--- src/rtl/inc_serial.sv ---
// inc_serial: multi-cycle incrementer (+1), one CHUNK_WIDTH slice per clock,
// LSB slice first, with the carry held in a register between slices.
// start/busy/done handshake; reports carry-out (wrap past all-ones) and zero.
//
// Optional build macro: INC_SERIAL_EARLY_EXIT_EN
//   defined   : finish on the first slice that produces no carry
//   undefined : fixed latency of N_CHUNKS cycles for every operand
//
// state  | meaning
// -------+---------------------------------------------------------------
// S_IDLE | waiting for start; operand captured on the accepting edge
// S_CALC | one slice added per edge; busy high
// S_DONE | single-cycle done pulse; result registers already updated

module inc_serial #(
    parameter int DATA_WIDTH  = 20,
    parameter int CHUNK_WIDTH = 4
) (
    input  logic                  clk,
    input  logic                  rst_n,
    input  logic                  start,
    input  logic [DATA_WIDTH-1:0] data_input,
    output logic                  busy,
    output logic                  done,
    output logic [DATA_WIDTH-1:0] incremented_output,
    output logic                  carry_out,
    output logic                  zero_flag
);

    localparam int N_CHUNKS = DATA_WIDTH / CHUNK_WIDTH;
    localparam int IDX_W    = (N_CHUNKS > 1) ? $clog2(N_CHUNKS) : 1;
    localparam logic [IDX_W-1:0] LAST_IDX = IDX_W'(N_CHUNKS - 1);

    typedef enum logic [1:0] {
        S_IDLE = 2'd0,
        S_CALC = 2'd1,
        S_DONE = 2'd2
    } state_t;

    state_t                  r_state;
    state_t                  w_state_next;
    logic [DATA_WIDTH-1:0]   r_work;
    logic [IDX_W-1:0]        r_idx;
    logic                    r_carry;
    logic [DATA_WIDTH-1:0]   r_result;
    logic                    r_carry_out;
    logic                    r_zero;

    logic [CHUNK_WIDTH-1:0]  w_chunk;
    logic [CHUNK_WIDTH:0]    w_sum;
    logic [DATA_WIDTH-1:0]   w_work_new;
    logic                    w_last;
    logic                    w_finish;

    assign busy               = (r_state == S_CALC);
    assign done               = (r_state == S_DONE);
    assign incremented_output = r_result;
    assign carry_out          = r_carry_out;
    assign zero_flag          = r_zero;

    // Slice adder: add the carry into the current slice and merge it back.
    always_comb begin
        w_chunk    = r_work[int'(r_idx) * CHUNK_WIDTH +: CHUNK_WIDTH];
        w_sum      = {1'b0, w_chunk} + {{CHUNK_WIDTH{1'b0}}, r_carry};
        w_work_new = r_work;
        w_work_new[int'(r_idx) * CHUNK_WIDTH +: CHUNK_WIDTH] = w_sum[CHUNK_WIDTH-1:0];
        w_last     = (r_idx == LAST_IDX);
`ifdef INC_SERIAL_EARLY_EXIT_EN
        // With no carry out of this slice, the upper slices cannot change.
        w_finish   = w_last || !w_sum[CHUNK_WIDTH];
`else
        w_finish   = w_last;
`endif
    end

    // Next-state decode.
    always_comb begin
        w_state_next = r_state;
        case (r_state)
            S_IDLE:  if (start) w_state_next = S_CALC;
            S_CALC:  if (w_finish) w_state_next = S_DONE;
            S_DONE:  w_state_next = S_IDLE;
            default: w_state_next = S_IDLE;
        endcase
    end

    // State register.
    always_ff @(posedge clk or negedge rst_n) begin
        if (!rst_n) begin
            r_state <= S_IDLE;
        end else begin
            r_state <= w_state_next;
        end
    end

    // Work register, slice index, carry and result registers.
    always_ff @(posedge clk or negedge rst_n) begin
        if (!rst_n) begin
            r_work      <= '0;
            r_idx       <= '0;
            r_carry     <= 1'b0;
            r_result    <= '0;
            r_carry_out <= 1'b0;
            r_zero      <= 1'b0;
        end else begin
            case (r_state)
                S_IDLE: begin
                    if (start) begin
                        r_work  <= data_input;
                        r_idx   <= '0;
                        r_carry <= 1'b1;
                    end
                end
                S_CALC: begin
                    r_work  <= w_work_new;
                    r_carry <= w_sum[CHUNK_WIDTH];
                    if (w_finish) begin
                        r_result    <= w_work_new;
                        r_carry_out <= w_sum[CHUNK_WIDTH];
                        r_zero      <= (w_work_new == '0);
                    end else begin
                        r_idx <= r_idx + 1'b1;
                    end
                end
                default: ;
            endcase
        end
    end

endmodule

--- config.mk ---
export PLATFORM = sky130hd
export DESIGN_NAME = inc_serial
export DESIGN_NICKNAME = d
export VERILOG_FILES = /design/src/rtl/inc_serial.sv
export SDC_FILE = /design/constraint.sdc
export NUM_CORES = 1
export LEC_CHECK = 0
export ABC_CLOCK_PERIOD_IN_PS = 3100
export BUFFER_PORTS_ARGS = -buffer_cell sky130_fd_sc_hd__buf_2
export CAP_MARGIN = 20
export CORE_MARGIN = 2
export CORE_UTILIZATION = 40
export CTS_CLUSTER_DIAMETER = 40
export DETAILED_ROUTE_END_ITERATION = 6
export PLACE_DENSITY_LB_ADDON = 0.2
export SYNTH_ARGS = -nofsm -noshare
export SYNTH_HDL_FRONTEND = slang
export SYNTH_SLANG_ARGS = --single-unit
--- constraint.sdc ---
create_clock -name clk -period 3.1 [get_ports clk]
set_clock_uncertainty 0.05 [all_clocks]
set_input_delay 0.155 -clock clk [delete_from_list [all_inputs] [get_ports clk]]
set_output_delay 0.155 -clock clk [all_outputs]
set_load 0.03 [all_outputs]
# --- After elaboration in Yosys (flattened, before gate mapping) ---
# Index checks and enable logic that the tools add are counted.
# W data, S select, Z words.
classes:
  n_addsub: 3
  multipliers: 0
  n_div: 0
  n_lt_le_gt_ge: 0
  eq_ne: 6
  shifts: 3
  n_mux: 11
  bitwise_logic: 0
  n_reduce_logical: 7
op_table:
  columns: ["cell", "n"]
  rows:
  - ["$pmux W20 S2", 1]
  - ["$neg A5 Y33", 1]
  - ["$shift A4 B33 Y20 const A", 1]
  - ["$shiftx A4 B33 Y20", 1]
  - ["$bwmux W20", 1]
  - ["$logic_not A20 Y1", 1]
  - ["$mux W20", 1]
  - ["$shiftx A20 B6 Y4", 1]
  - ["$mux W3", 2]
  - ["$pmux W3 S2", 1]
  - ["$reduce_and A2 Y1", 3]
  - ["$add A4 B1 Y5", 1]
  - ["$mux W2", 2]
  - ["$ne A2 B2 Y1 const B", 2]
  - ["$pmux W2 S2", 1]
  - ["$add A3 B1 Y3 const B", 1]
  - ["$eq A3 B3 Y1 const B", 1]
  - ["$reduce_and A3 Y1", 1]
  - ["$eq A2 B1 Y1 const B", 1]
  - ["$eq A2 B2 Y1 const B", 1]
  - ["$logic_not A2 Y1", 1]
  - ["$ne A2 B1 Y1 const B", 1]
  - ["$pmux W1 S2", 1]
  - ["$reduce_bool A2 Y1", 1]
  - ["$mux W1", 1]
word_totals:
  register_bits: 48
  latchBits: 0
  ramBits: 0
  romBits: 0
  in_bits: 23
  output_inout_bits: 24
  n_memories: 0

# --- Logic depth before layout (Yosys ltp) ---
# Gate-level depths: netlist of run 1.
logic_depth:
  word_depth: 5
  mapped_depth: 13
  ltp_nobuf: 11

# --- Worst setup path after synthesis of run 1 ---
# OpenSTA, ideal clock, no wires.
synth_timing:
  kind: "flip-flop to flip-flop"
  from: "register r_idx[2]"
  to: "register r_zero (netlist: zero_flag)"
  setup_ns: 0.095
  arrival_ns: 2.369
  required_time_ns: 2.955
  setup_slack_ns: 0.585
  path_stages_with_launch: 14
  path_buffers: 2
  synth_period_minus_slack_ns: 2.515
  cell_sequence: "dfrtp_1 -> buf_6 -> mux2i_1 -> nor2_1 -> a31oi_1 -> o22ai_1 -> ha_1 -> ha_1 -> clkbuf_1 -> o21bai_1 -> nand3_1 -> a22oi_1 -> nand4_1 -> o31ai_1"
synth_via:
  elab_chain_len: 5
synth_rtl:
  columns: ["element", "line_no", "text"]
  rows:
  - ["start, declared", "43", "logic [IDX_W-1:0] r_idx;"]
  - ["start signal, assigned", "122", "r_idx <= r_idx + 1'b1;"]
  - ["$shiftx A20 B6 Y4", "63", "w_chunk = r_work[int'(r_idx) * CHUNK_WIDTH +: CHUNK_WIDTH];"]
  - ["$add A4 B1 Y5", "64", "w_sum = {1'b0, w_chunk} + {{CHUNK_WIDTH{1'b0}}, r_carry};"]
  - ["$shiftx A4 B33 Y20", "66", "w_work_new[int'(r_idx) * CHUNK_WIDTH +: CHUNK_WIDTH] = w_sum[CHUNK_WIDTH-1:0];"]
  - ["$bwmux W20", "66", null]
  - ["$logic_not A20 Y1", "120", "r_zero <= (w_work_new == '0);"]
  - ["end signal, assigned", "120", null]
  - ["end, declared", "47", "logic r_zero;"]
# Parallel ways exist; a longest one is shown, timed or not.
# A chain may end at the register's enable or synchronous reset.

# --- Final worst setup path of run 1 ---
# Ends and elaborated chain as after synthesis.

==> results.ini, run 1 <==
[flow_run]
cap_violations = 0

[synth]
netlist_top_cells_area = dfrtp_1, mux2i_1, nor2_1
synth_cells = 316
syn-num-nets = 345
syn_area_um2 = 3030
ys_ff_latch = 48
synth_area_per_cell_um2 = 9.58
synth_cell_type_count = 65
synth_edf_count = 0
synth_top_cell_area_share_pct = 39.7
seq_area_frac_synth_pct = 39.7
postSynth.asyncResetShare_pct = 100
yosysWarningCount = 0
synth_flop_cell = dfrtp_1
synth_top_cell_by_area = dfrtp_1

[clocking]
clock-root-buffer = clkbuf_8
numClockSinks = 48
numCtsBuffers = 5
postCtsSetupBuffers = 0
clk_path_buf_depth = 2
clk_latency_ns = 0.31
clk_pin_slew_ns = 0.10
cts_tree = built
cts-resized-gates = 0
cts.htree.levels = 2

[setup_path]
crit_top_cell = ha_1
critPathTopFamily = compound AO/OA/AOI/OAI gates
crit_path_end_kind = flip-flop
cp-start-kind = flip-flop
cpMaxStageDelayCell = dfrtp_1
crit_required_ns = 3.28
crit_chain = mux2i_1 -> nor2_1 -> a31oi_1 -> o22ai_1 -> ha_1 -> ha_1 -> o21bai_1 -> nand3_1 -> a22oi_1 -> nand4_1 -> o31ai_1
arrival_ns = 2.91
cp_slowest_stage_delay_ns = 0.56
crit_buf_inv = 0
critPathMaxFanout = 10
path_class = reg2reg

[pwr]
leakage_nw = 1.50
seqPwrFrac_pct = 26.0
comb_power_share_pct = 63.5
sw_frac_of_total_pct = 51.1
clkPwrFrac_pct = 10.5
p_sw_mw = 2.42
power_density_nw_per_um2 = 1360
p_int_mw = 2.31
worst_ir_drop_vdd_mv = 0.490

[placed_design]
dpl_cell_area_um2 = 3330
gp_congestion = 0.921
dp_hpwl_um = 6320
io_buffers = 46

[floorplanning]
ioPinCount = 47
design.die.area_um2 = 8280
core-area_um2 = 7290
die_y_um = 91.0
initial_core_util_pct = 41.5
rows = 31
die_x_um = 91.0

[timing]
rsz0062_at_grt = false
worstMarginPinSlew_ns = 0.903
drv_slew = 0
hold_violations = 0
finalSetupViolCount = 0
slew_headroom_pct = 39.8
fin_crit_sh_pct = 88.0
post-route-min-period_ns = 2.73
setup_tns_ns = 0
fmax_mhz = 367

[global_routing]
grt_max_degree = 40
grt_pass1_vias = 2558
antenna_found_initial = 0
grt_pass1_wl_um = 14100
grt.total_usage_pct = 21.8
grt.overflow.total = 0

[route]
drtIter0Drc = 160
drc = 0
viasPerCell = 5.58
wirelength_um = 8650
wl_per_cell_um = 18.8
ant_nets = 0
vias = 2567
first_pass_iters = 4

[cells_and_area]
finalInstanceArea_um2 = 3470
antennaDiodeCount = 0
final_common_cell = dfrtp_1
fillerInstances = 755
final_layout_size_suffix_gt1_share_pct = 24.4
mostFrequentLayoutCells = dfrtp_1, buf_2, nor2_1
nets = 389
synthToLayoutAreaGrowth_pct = 14.5

[worst_hold_path]
hp-class = in2reg

[outcome]
status = finished clean

## final cells by class
cell class	instances	area [um2]	area share, %
clock inverters	2	38.8	1.12
inverters	9	33.8	0.975
flip-flops and latches	48	1200	34.7
clock buffers	6	82.6	2.38
multi-input cells	236	1650	47.5
repair buffers	60	338	9.75
well taps	99	124	3.57
## path summary, 6_finish.rpt
| kind | cells past startpoint | from | endpoint | slack (ns) |
|---|---|---|---|---|
| min in group asynchronous | 2 | rst_n | incremented_output[18]$_DFFE_PN0P_ | 0.45 |
| min reg2reg | 2 | incremented_output[0]$_DFFE_PN0P_ | incremented_output[0]$_DFFE_PN0P_ | 0.43 |
| max | 11 | r_idx[2]$_DFFE_PN0P_ | zero_flag$_DFFE_PN0P_ | 0.37 |
| min | 3 | data_input[12] | r_work[12]$_DFFE_PN0P_ | 0.05 |
| max reg2reg | 11 | r_idx[2]$_DFFE_PN0P_ | zero_flag$_DFFE_PN0P_ | 0.37 |
| max in group asynchronous | 3 | rst_n | r_work[17]$_DFFE_PN0P_ | 1.85 |
## flip-flops by register name, summed over array words and instances, names as in the netlist
| register | cells |
|---|---|
| r_work | 20 |
| carry_out | 1 |
| incremented_output | 20 |
| zero_flag | 1 |
| r_idx | 3 |
| r_state | 2 |
| r_carry | 1 |
## worst register-to-register path: cells and delay by family (launching register included)
kind | cells | cell delay [ns]
AOI/OAI and AO/OA | 5 | 0.89
DFF | 1 | 0.56
adders and majority gates | 2 | 0.68
and+or+nand+nor | 3 | 0.26
muxes | 1 | 0.23
## kinds of logic after synthesis
group,after synthesis,synth area share (%)
AND/OR/NAND/NOR,109,19.3
AO/OA/AOI/OAI,97,23.4
flip-flops,48,39.7
buffers and inverters,32,5.91
multiplexers,21,7.52
adder cells (fa/ha/maj),6,2.48
XOR/XNOR,3,1.74
## through the flow
stage | instances | power (mW) | hold slack (ns) | setup slack, ns | util (%)
floorplan | 316 | 3.47 | -0.191 | 0.585 | -
global placement | 451 | 4.21 | 0.285 | 0.446 | 45.7
detailed placement | 451 | 4.22 | 0.285 | 0.391 | 45.7
CTS | 460 | 4.72 | 0.0493 | 0.381 | 47.5
global route | 460 | 5.08 | 0.0638 | 0.165 | 47.5
finish | 460 | 4.73 | 0.0479 | 0.372 | 47.5
## synthesized netlist by cell type (4+ instances only)
library cell	n
a21oi_1	16
a31oi_1	18
buf_2	5
buf_6	4
clkbuf_1	10
dfrtp_1	48
ha_1	6
inv_1	9
mux2i_1	18
nand2_1	29
nand3_1	4
nor2_1	36
nor3_1	6
o21ai_0	11
o22a_1	8
o22ai_1	8
o31ai_1	6
o32ai_1	5
## metal layers
metal | share of wire (%) | global-route usage (%)
met5 | 0 | 0
met4 | 1.3 | 6.06
met3 | 3.6 | 2.99
met2 | 47 | 34.5
met1 | 48 | 31.4
## what timing repair did
item,CTS,global route
hold endpoints to repair,38,0
hold buffers,1,0
endpoints found under the setup margin,0,0
## power by group through the flow
stage	clock network [mW]	logic (mW)	registers [mW]
final	0.497	3.00	1.23
after global routing	0.525	3.28	1.28
after CTS	0.498	3.00	1.23
after detailed placement	0	2.97	1.24
after global placement	0	2.98	1.24
after floorplan	0	2.10	1.37
Power figures use the tool's default switching activity.
==> run 2: changes to the inputs <==
- ABC_AREA: unset -> 1
==> results.ini, run 2 <==
[synth]
synth_flop_cell = dfrtp_1
synth_cells = 383
synth_common_cells = nand2_1, dfrtp_1, inv_1
synth-compound-area-share_pct = 14.0
synthMuxAreaShare_pct = 0
synthSimpleGateAreaFrac_pct = 32.3
synth_edf_count = 0
synth_area_per_cell_um2 = 7.53
synth_cell_type_count = 34
syn_area_um2 = 2880
synth_top_cell_by_area = dfrtp_1
synth_xor_area_share_pct = 0
synth.most_common_cell = nand2_1
netlist_top_cells_area = dfrtp_1, nand2_1, inv_1
synth_fa_ha_area_share_pct = 2.60
syn-num-nets = 412
ys_ff_latch = 48
synth_top_family_by_area = simple AND/OR/NAND/NOR gates
synth_top_cell_area_share_pct = 41.7
postSynth.asyncResetShare_pct = 100
yosysWarningCount = 0
seq_area_frac_synth_pct = 41.7

[placed_design]
dp_cells = 521
gp_congestion = 0.987
io_buffers = 46
dp_hpwl_um = 5910

[route]
drtIter0Drc = 198
vias = 2701
wl_per_cell_um = 15.0
first_pass_iters = 4
ant_nets = 0
viasPerCell = 5.09
wirelength_um = 7990
drc = 0

[floorplanning]
ioPinCount = 47
initial_core_util_pct = 42.0
rows = 30
design.die.area_um2 = 7900
die_y_um = 88.9
core-area_um2 = 6870
die_x_um = 88.9

[timing]
fmax_mhz = 351
drv_slew = 0
hold_violations = 0
finalSetupViolCount = 0
worstMarginPinSlew_ns = 0.734
rsz0062_at_grt = false
setup_tns_ns = 0
slew_headroom_pct = 51.0
fin_crit_sh_pct = 92.0
post-route-min-period_ns = 2.85

[global_routing]
grt_pass1_vias = 2586
grt_pass1_wl_um = 13100
grt_max_degree = 49
antenna_found_initial = 0
grt.overflow.total = 0
grt.total_usage_pct = 21.9

[cells_and_area]
final_layout_size_suffix_gt1_share_pct = 22.1
nets = 463
mostFrequentLayoutCells = nand2_1, dfrtp_1, buf_2
final_common_cell = nand2_1
antennaDiodeCount = 0
fin_cells = 531
synthToLayoutAreaGrowth_pct = 16.5

[clocking]
numClockSinks = 48
clk_latency_ns = 0.31
cts.htree.levels = 2
postCtsSetupBuffers = 0
clock-root-buffer = clkbuf_8
cts_tree = built
clk_pin_slew_ns = 0.09
numCtsBuffers = 5
clk_path_buf_depth = 2

[pwr]
leakage_nw = 1.79
worst_ir_drop_vdd_mv = 0.515
power_density_nw_per_um2 = 1340

[worst_hold_path]
holdCritStartpoint = data_input[5]
hp-class = in2reg

[setup_path]
cp-start-kind = flip-flop
crit_path_end_kind = flip-flop
critPathMaxFanout = 8
crit_start = r_idx[1]$_DFFE_PN0P_
crit_required_ns = 3.30
path_class = reg2reg
rr_startpoint = r_idx[1]$_DFFE_PN0P_
arrival_ns = 3.06

[outcome]
status = finished clean

[flow_run]
cap_violations = 0

[run 2: cell types whose count changed in the layout (fill, tap and decap cells not counted), sizes merged, moves of 5 or more]
cell,previous run,this run
nand2,30,135
inv,9,42
mux2i,20,0
a31oi,18,0
nand3,4,19
o21ai,14,28
nand4,1,9
o22a,8,0
o31ai,6,1
o32ai,5,0
[run 2: path summary, 6_finish.rpt]
path	end	slack (ns)	cells past startpoint
worst max register to register	zero_flag$_DFFE_PN0P_	0.25	17
min in group asynchronous	r_work[14]$_DFFE_PN0P_	0.25	2
worst max-delay path	zero_flag$_DFFE_PN0P_	0.25	17
worst min-delay path	r_work[5]$_DFFE_PN0P_	0.08	3
max in group asynchronous	r_work[1]$_DFFE_PN0P_	2.23	3
worst min register to register	incremented_output[13]$_DFFE_PN0P_	0.43	2
[run 2: logic make-up (layout without fill, tap and decap cells)]
logic type               count (synthesis)  after routing
buffers and inverters                   59            111
adder cells (fa/ha/maj)                  6              6
AO/OA/AOI/OAI                           66             66
flip-flops                              48             48
AND/OR/NAND/NOR                        204            204
[run 2: worst max-delay path, stage by stage (launching register included)]
cell,delay (ns)
dfrtp_1,0.58
inv_4,0.12
ha_1,0.23
ha_1,0.46
nand2_4,0.14
clkinv_2,0.10
nand4_4,0.14
nand2_1,0.09
o21ai_1,0.17
nor2_1,0.14
nand2_1,0.07
nor2_1,0.10
nand2_1,0.06
nor2_1,0.10
nand2_1,0.05
nor2_1,0.08
nand3_1,0.07
nand2_1,0.05
[run 2: area by class of cell]
| type | instances | area, um2 |
|---|---|---|
| inverter | 44 | 174 |
| multi-input combinational | 276 | 1410 |
| fill | 703 | 3510 |
| clock buffer | 6 | 72.6 |
| clock inverter | 2 | 35.0 |
| sequential | 48 | 1200 |
| tap | 96 | 120 |
| timing repair buffer | 59 | 343 |
[run 2: power by group]
part | leakage [nW] | internal [mW] | switching [mW]
Clock | 0.0552 | 0.240 | 0.220
Combinational | 1.15 | 0.915 | 1.96
Sequential | 0.584 | 0.928 | 0.245
[run 2: routing by layer]
metal	share of wire (%)	vias to the layer above	track usage, %
met5	0	-	0
li1	-	1347	-
met1	49	1260	31.3
met2	45	85	35.1
met3	5.2	9	4.16
met4	1.0	0	4.27
[run 2: timing repair]
| item | 4_1_cts | 5_1_grt |
|---|---|---|
| gates resized for setup | 0 | 1 |
| setup endpoints to repair | 0 | 1 |
| hold buffers | 0 | 1 |
| endpoints found under the hold margin | 0 | 15 |
[run 2: metrics by stage]
step                area (um2)  setup WS, ns  total power, mW  hold slack [ns]  utilization, %
floorplan                 2880         0.511             3.26           -0.191               -
global placement          3220         0.333             3.99            0.367            46.9
detailed placement        3220         0.267             4.02            0.383            46.9
CTS                       3330         0.223             4.49           0.0464            48.4
global route              3360       0.00160             4.92           0.0890            48.9
finish                    3360         0.248             4.51           0.0823            48.9
==> run 3: changes to the inputs <==
- ABC_CLOCK_PERIOD_IN_PS: 3100 -> 3000
- CORE_UTILIZATION: 40 -> 50
- clock period: 3.1 -> 3 ns (I/O delays scaled with it)
==> results.ini, run 3 (synthesis gave the netlist of run 2 again) <==
[global_routing]
grt.total_usage_pct = 25.5
grt.overflow.total = 0
use_met1_pct = 36.4
grt_pass1_wl_um = 12400
antenna_found_initial = 0
use_met3_pct = 3.51
grt_max_degree = 49
grt.busiest_layer = met2
grt_pass1_vias = 2508
grtUsageMet2_pct = 40.9

[pwr]
power_density_nw_per_um2 = 1380
p_int_mw = 2.15
sw_frac_of_total_pct = 53.6
leakage_nw = 1.81
clkPwrFrac_pct = 8.8
worst_ir_drop_vdd_mv = 0.588
p_sw_mw = 2.48
seqPwrFrac_pct = 25.6
comb_power_share_pct = 65.6

[setup_path]
r2r.worst_path.cells = 18
arrival_ns = 2.92
crit_top_cell = nand2_1
path_class = reg2reg
worstSetupEndpoint = zero_flag$_DFFE_PN0P_
r2r_end = zero_flag$_DFFE_PN0P_
crit_start = r_idx[0]$_DFFE_PN0P_
ff2ff_setup_slack_ns = 0.27
crit_chain = clkinvlp_4 -> ha_1 -> ha_1 -> inv_1 -> nand2_1 -> nor2_8 -> o21ai_2 -> nand2_1 -> nand3_1 -> nor2_2 -> nand2_1 -> nor2_1 -> nand2_1 -> nor2_1 -> nand2_1 -> nor2_1 -> nand3_1 -> nand2_1
cp_slowest_stage_delay_ns = 0.44
cpMaxStageDelayCell = dfrtp_2
critPathMaxFanout = 8
crit_path_end_kind = flip-flop
rr_startpoint = r_idx[0]$_DFFE_PN0P_
crit_required_ns = 3.19
cp-start-kind = flip-flop

[route]
wirelength_um = 7560
drc = 0
ant_nets = 0
vias = 2723
drtIter0Drc = 209
wl_per_cell_um = 14.8
viasPerCell = 5.32
first_pass_iters = 5

[clocking]
clk_latency_ns = 0.31
clock-root-buffer = clkbuf_8
clk_path_buf_depth = 2
numClockSinks = 48
cts_tree = built
cts.htree.levels = 2
numCtsBuffers = 5
clk_pin_slew_ns = 0.10

[timing]
setup_tns_ns = 0
drv_slew = 0
fmax_mhz = 366
rsz0062_at_grt = false
finalSetupViolCount = 0
post-route-min-period_ns = 2.73
hold_violations = 0
worstMarginPinSlew_ns = 0.689
fin_crit_sh_pct = 91.1
slew_headroom_pct = 54.0

[floorplanning]
rows = 27
initial_core_util_pct = 52.0
ioPinCount = 47
die_y_um = 79.9
die_x_um = 79.9
design.die.area_um2 = 6390
core-area_um2 = 5540

[cells_and_area]
final_layout_size_suffix_gt1_share_pct = 23.6
antennaDiodeCount = 0
final_common_cell = nand2_1
mostFrequentLayoutCells = nand2_1, dfrtp_1, buf_2
synthToLayoutAreaGrowth_pct = 16.9
nets = 469
finalInstanceArea_um2 = 3370

[placed_design]
dpl_cell_area_um2 = 3200
gp_congestion = 0.958
dp_hpwl_um = 5740
io_buffers = 46

[flow_run]
cap_violations = 0

[worst_hold_path]
hp-class = in2reg

[outcome]
status = finished clean

-- run 3: worst min-delay path by stage --
stage	start	endpoint	slack, ns	depth (start not counted)
floorplan	rst_n	carry_out$_DFFE_PN0P_	-0.20	0
global placement	rst_n	r_work[14]$_DFFE_PN0P_	0.36	1
detailed placement	rst_n	r_work[15]$_DFFE_PN0P_	0.36	1
CTS	rst_n	r_idx[1]$_DFFE_PN0P_	0.03	1
global route	data_input[5]	r_work[5]$_DFFE_PN0P_	0.11	3
finish	data_input[5]	r_work[5]$_DFFE_PN0P_	0.07	3
-- run 3: through the flow --
step,cells,power (mW),worst slack (ns),hold WS (ns),util [%]
global placement,499,4.11,0.244,0.362,57.8
finish,512,4.64,0.268,0.0668,60.8
detailed placement,499,4.16,0.196,0.362,57.8
CTS,506,4.57,0.150,0.0263,59.5
global route,512,5.04,0.0121,0.106,60.8
floorplan,383,3.37,0.411,-0.196,-
-- run 3: repair_timing --
action                                  in CTS  in global routing
endpoints found under the hold margin        0                 12
setup buffers                                0                  4
resized for setup                            0                  5
hold buffers                                 0                  1
endpoints found under the setup margin       0                  1
-- run 3: per-layer routing --
layer	share of wire, %	vias to the layer above
li1	-	1353
met1	46	1269
met2	48	86
met3	4.7	15
met4	2.0	0
met5	0	-
-- run 3: area by class of cell --
type,instances,area [um2]
multi-input cells,276,1410
repair buffers,65,393
well taps,72,90.1
inverters,44,178
clock buffers,6,82.6
clock inverters,1,8.76
fillers,540,2170
flip-flops and latches,48,1200
-- run 3: power by group through the flow --
| stage | sequential, mW | clock, mW | combinational (mW) |
|---|---|---|---|
| global route | 1.22 | 0.437 | 3.38 |
| CTS | 1.18 | 0.416 | 2.98 |
| global placement | 1.19 | 0 | 2.92 |
| floorplan | 1.38 | 0 | 1.99 |
| finish | 1.19 | 0.408 | 3.04 |
| detailed placement | 1.19 | 0 | 2.96 |
-- run 3: critical path: cells and delay by family, from the launching register on --
kind | cells | cell delay, ns
adder cells (fa/ha/maj) | 2 | 0.46
flip-flops | 1 | 0.44
AO/OA/AOI/OAI | 1 | 0.06
AND/OR/NAND/NOR | 13 | 1.26
buffers and inverters | 2 | 0.38
